<file path="src/rtl/mar_burst.sv">
// Memory address register for the SAP-II datapath: full/half loads from WBUS,
// single-step inc/dec, and a self-sequencing burst that issues addresses to RAM
// under a valid/ready handshake.
//
// Ports:
//   CLK, nCLR        clock (rising edge) and synchronous active-low clear
//   WBUS             data source for all loads
//   nLm, nLl, nLh    full / low-half / high-half loads, active low
//   inc, dec         single-step address change, IDLE only
//   burst_start      start a burst of burst_len beats at the current address
//   burst_len        number of beats, sampled with burst_start
//   mem_ready        memory accepts the presented address this cycle
//   address          registered address to RAM
//   addr_valid       a burst beat is presented on address
//   busy             a burst is in progress
//   done             one-cycle pulse after the final beat is accepted
//   wrap             one-cycle pulse when the last address update crossed max<->0
module mar_burst #(
    parameter int                ADDR_W     = 16,
    parameter logic [ADDR_W-1:0] RESET_ADDR = '0,
    parameter int                STRIDE     = 1,
    parameter int                LEN_W      = 8
) (
    input  logic              CLK,
    input  logic              nCLR,
    input  logic [ADDR_W-1:0] WBUS,
    input  logic              nLm,
    input  logic              nLl,
    input  logic              nLh,
    input  logic              inc,
    input  logic              dec,
    input  logic              burst_start,
    input  logic [LEN_W-1:0]  burst_len,
    input  logic              mem_ready,
    output logic [ADDR_W-1:0] address,
    output logic              addr_valid,
    output logic              busy,
    output logic              done,
    output logic              wrap
);

    localparam int                H    = ADDR_W / 2;
    localparam logic [ADDR_W-1:0] STEP = ADDR_W'(STRIDE);

    typedef enum logic [0:0] {
        IDLE  = 1'b0,
        BURST = 1'b1
    } state_t;

    state_t            state_q, state_d;
    logic [ADDR_W-1:0] addr_q, addr_d;
    logic [LEN_W-1:0]  rem_q, rem_d;
    logic              done_q, done_d;
    logic              wrap_q, wrap_d;

    // Extra top bit carries the stride overflow out as the wrap flag.
    logic [ADDR_W:0]   step_sum;

    assign step_sum = {1'b0, addr_q} + {1'b0, STEP};

    always_ff @(posedge CLK) begin
        if (!nCLR) begin
            state_q <= IDLE;
            addr_q  <= RESET_ADDR;
            rem_q   <= '0;
            done_q  <= 1'b0;
            wrap_q  <= 1'b0;
        end else begin
            state_q <= state_d;
            addr_q  <= addr_d;
            rem_q   <= rem_d;
            done_q  <= done_d;
            wrap_q  <= wrap_d;
        end
    end

    always_comb begin
        state_d = state_q;
        addr_d  = addr_q;
        rem_d   = rem_q;
        done_d  = 1'b0;
        wrap_d  = 1'b0;
        unique case (state_q)
            IDLE: begin
                // Both half loads together behave as a full load.
                if (!nLm || (!nLl && !nLh)) begin
                    addr_d = WBUS;
                end else if (!nLl) begin
                    addr_d[H-1:0] = WBUS[H-1:0];
                end else if (!nLh) begin
                    addr_d[ADDR_W-1:H] = WBUS[H-1:0];
                end else if (burst_start && (burst_len != '0)) begin
                    state_d = BURST;
                    rem_d   = burst_len;
                end else if (inc && !dec) begin
                    addr_d = addr_q + ADDR_W'(1);
                    wrap_d = &addr_q;
                end else if (dec && !inc) begin
                    addr_d = addr_q - ADDR_W'(1);
                    wrap_d = ~|addr_q;
                end
            end
            BURST: begin
                if (mem_ready) begin
                    if (rem_q > LEN_W'(1)) begin
                        addr_d = step_sum[ADDR_W-1:0];
                        wrap_d = step_sum[ADDR_W];
                        rem_d  = rem_q - LEN_W'(1);
                    end else begin
                        // Last beat: keep its address on the bus.
                        state_d = IDLE;
                        done_d  = 1'b1;
                        rem_d   = '0;
                    end
                end
            end
            default: begin
                state_d = IDLE;
            end
        endcase
    end

    assign address    = addr_q;
    assign busy       = (state_q == BURST);
    assign addr_valid = (state_q == BURST);
    assign done       = done_q;
    assign wrap       = wrap_q;

endmodule

</file>
<file path="config.mk">
export PLATFORM = sky130hd
export DESIGN_NAME = mar_burst
export DESIGN_NICKNAME = d
export VERILOG_FILES = /design/src/rtl/mar_burst.sv
export SDC_FILE = /design/constraint.sdc
export NUM_CORES = 1
export LEC_CHECK = 0
export CORE_ASPECT_RATIO = 1.25
export CORE_UTILIZATION = 30
export CTS_CLUSTER_DIAMETER = 150
export DETAILED_ROUTE_END_ITERATION = 10
export GPL_TIMING_DRIVEN = 0
export PLACE_DENSITY = 0.54
export SLEW_MARGIN = 20
export SYNTH_ARGS = -nofsm -noshare
export SYNTH_HDL_FRONTEND = slang
export SYNTH_SLANG_ARGS = --single-unit
</file>
<file path="constraint.sdc">
create_clock -name CLK -period 8.15 [get_ports CLK]
set_input_delay 1.63 -clock CLK [delete_from_list [all_inputs] [get_ports CLK]]
set_output_delay 1.63 -clock CLK [all_outputs]
set_load 0.05 [all_outputs]
</file>
==> flow_metrics.py <==
metrics = {
    "setup_path": {
        "path_max_fanout": 16,
        "ff2ff_setup_slack_ns": 5.58,
        "rr_worst_depth": 8,
        "slowest_stage": "clkdlybuf4s50_1",
        "critPathRequiredTime_ns": 8.33,
        "cp-end-kind": "register",
        "critical_path.reg2reg.endpoint": "address[15]",
        "r2r-start": "address[10]",
        "worst-endpoint-arrival_ns": 4.97,
        "crit_chain": "clkdlybuf4s50_1 > inv_1 > ha_1 > inv_1 > ha_1 > a21oi_1 > o211ai_1 > a221oi_1 > o21ai_0 > xnor2_1 > a221oi_1 > a21oi_1",
        "setup.worst_path.start_class": "input pin",
        "timing_worst_setup_path_type": "input pin to register",
        "crit_path_max_incr_delay_ns": 0.48,
    },
    "cts": {
        "cts_inserted_buffers": 3,
        "htreeDepth": 1,
        "register_clock_pin_slew_on_the_reported_worst_setup_and_hold_paths_ns": 0.10,
        "cts.repair.resized": 0,
        "tritoncts": "done",
        "cts.path.max_buffers": 2,
        "hold_buf_cts": 0,
        "clock_insertion_delay_worst_skew_ns": 0.28,
        "cts.root.buffer_cell": "clkbuf_8",
        "cts_num_sinks": 27,
        "cts_post_setup_buffers_inserted": 0,
    },
    "timing": {
        "layout_min_cycle_time_ns": 4.79,
        "count_of_endpoints_failing_setup_in_the_final_report": 0,
        "rel_slew_slack": 0.250,
        "fraction_of_the_cycle_the_final_worst_path_needs": 0.588,
        "max_slew.worst_pin.slew_ns": 1.11,
        "fin_worst_skew_ns": 0.00529,
        "timing.setup.tns_ns": 0,
        "timing.fmax_mhz": 209,
        "hold_viol": 0,
        "timing.final.max_slew_violations": 0,
        "grt_setup_unrepaired": "false",
    },
    "detailed_routing": {
        "vias": 3063,
        "drt_pass1_iterations": 4,
        "wire_per_inst_um": 17.3,
        "post_drt_via_cell_ratio": 5.52,
        "ant_nets": 0,
        "final_routed_drc_violation_total": 0,
        "drt-initial-drc-count": 198,
        "route.final.wire_length_um": 9590,
    },
    "global_routing": {
        "grt_start_max_net_pins": 17,
        "grt_overflow_total": 0,
        "number_of_antenna_violations_at_the_first_check_in_global_routing": 0,
        "groute.usage.overall": 0.206,
        "first_global_vias": 3042,
        "grt_pass1_wl_um": 15200,
    },
    "synthesis": {
        "synth.ff_latch_count": 27,
        "synthDistinctLibCells": 58,
        "ys.warnings.count": 0,
        "synth_fp_nets": 438,
        "number_of_flops_mapped_to_enable_cells_by_yosys": 0,
        "synth_flop_cell": "dfxtp_1",
        "netlist_area_um2": 2780,
        "syn-instance-count": 382,
        "async_flop_share": 0,
        "ys_seq_area_frac": 0.194,
        "synth_area_per_cell_um2": 7.28,
    },
    "finish": {
        "final_design_area_no_fill_um2": 3470,
        "layout_common_cells": "49 x clkdlybuf4s50_1, 40 x nand2_1, 37 x o21ai_0",
        "final_layout_size_suffix_gt1_frac": 0.0529,
        "diode_insertion_count_for_antenna_repair": 0,
        "layout.cells.most_common": "clkdlybuf4s50_1",
        "final_net_count": 492,
        "flow.area_growth_from_synthesis_pct": 24.6,
    },
    "floorplanning": {
        "die-area_um2": 9670,
        "ioPinCount": 53,
        "die-height_um": 110,
        "die-width_um": 88.1,
        "core_region_area_um2": 8840,
        "row_count": 38,
        "initial_core_util": 0.315,
    },
    "place": {
        "dp.final_hpwl_um": 7430,
        "place.port_buffers": 49,
        "gp_congestion": 0.900,
        "placed_cell_area_um2": 3420,
    },
    "power": {
        "power.density_nw_per_um2": 149,
        "worst_ir_drop_vdd_v": 0.0000580,
        "leakagePower_nw": 1.35,
    },
    "run": {
        "max_cap_viol_count": 0,
    },
    "outcome": {
        "status": "finished clean",
    },
    "hold_path": {
        "hold_path_class": "register to register",
        "min_path_cells": 1,
        "timing.hold.worst_endpoint": "rem_q[1]",
        "hold_path_startpoint": "rem_q[1]",
    },
}
-- synth_stat cells (all sizes together) (10+ instances only) --
cell type,instances,area [um^2]
clkbuf,12,46.3
nand2,40,150
xnor2,10,87.6
nor2b,18,113
a21oi,36,184
inv,13,48.8
nand3,14,75.1
ha,22,275
dfxtp,27,541
nor2,32,120
o21ai,38,201
-- flip-flops by register name, summed over array words and instances (netlist names) --
signal / cells
address: 16
done: 1
rem_q: 8
wrap: 1
addr_valid: 1
-- metal layers --
layer | global-route usage | routed length (um) | vias to the layer above
met5 | 0 | 0 | -
met4 | 0.0760 | 233 | 0
met3 | 0.0195 | 492 | 18
met2 | 0.368 | 4740 | 88
met1 | 0.253 | 4120 | 1442
li1 | - | - | 1515
-- power breakdown --
group	internal, mW	leakage [nW]	switching, mW
sequential	0.143	0.222	0.0237
combinational	0.110	1.10	0.160
clock	0.0352	0.0228	0.0465
total	0.288	1.35	0.230
-- cells by family after synthesis --
| group | share of synthesized area |
|---|---|
| muxes | 0.0184 |
| DFF | 0.194 |
| buffers and inverters | 0.0535 |
| adders and majority gates | 0.106 |
| and+or+nand+nor | 0.261 |
| xor gates and xnor gates | 0.0567 |
| AOI/OAI and AO/OA | 0.310 |
-- metrics by stage --
step | util | std cells | setup slack (ns) | power [mW] | hold slack, ns
after floorplan | - | 382 | 4.17 | 0.352 | 0.494
after global placement | 0.387 | 551 | 3.15 | 0.434 | 0.519
after detailed placement | 0.387 | 551 | 3.06 | 0.437 | 0.525
after CTS | 0.392 | 555 | 3.37 | 0.521 | 0.549
final | 0.392 | 555 | 3.36 | 0.518 | 0.542
after global routing | 0.392 | 555 | 2.98 | 0.556 | 0.569
-- area by class of cell --
type | instances | area, um^2
fill | 977 | 5380
inverter | 13 | 48.8
buffer | 20 | 100
tap | 120 | 150
clock buffer | 4 | 45.0
multi-input combinational | 322 | 2090
sequential | 27 | 541
timing repair buffer | 49 | 490
-- critical path, delay by kind of cell --
family	cells	cell delay, ns
AO/OA/AOI/OAI	6	1.48
buffers and inverters	3	1.00
adder cells (fa/ha/maj)	2	0.66
XOR/XNOR	1	0.18
-- worst max-delay path by stage --
| stage | startpoint | slack [ns] | cells past startpoint | to |
|---|---|---|---|---|
| CTS | dec | 3.37 | 12 | address[15] |
| global placement | dec | 3.15 | 12 | address[15] |
| floorplan | dec | 4.17 | 11 | address[15] |
| detailed placement | dec | 3.06 | 12 | address[15] |
| finish | dec | 3.36 | 12 | address[15] |
| global route | dec | 2.98 | 12 | address[15] |
Note: power is estimated with default switching activity, not from simulation.
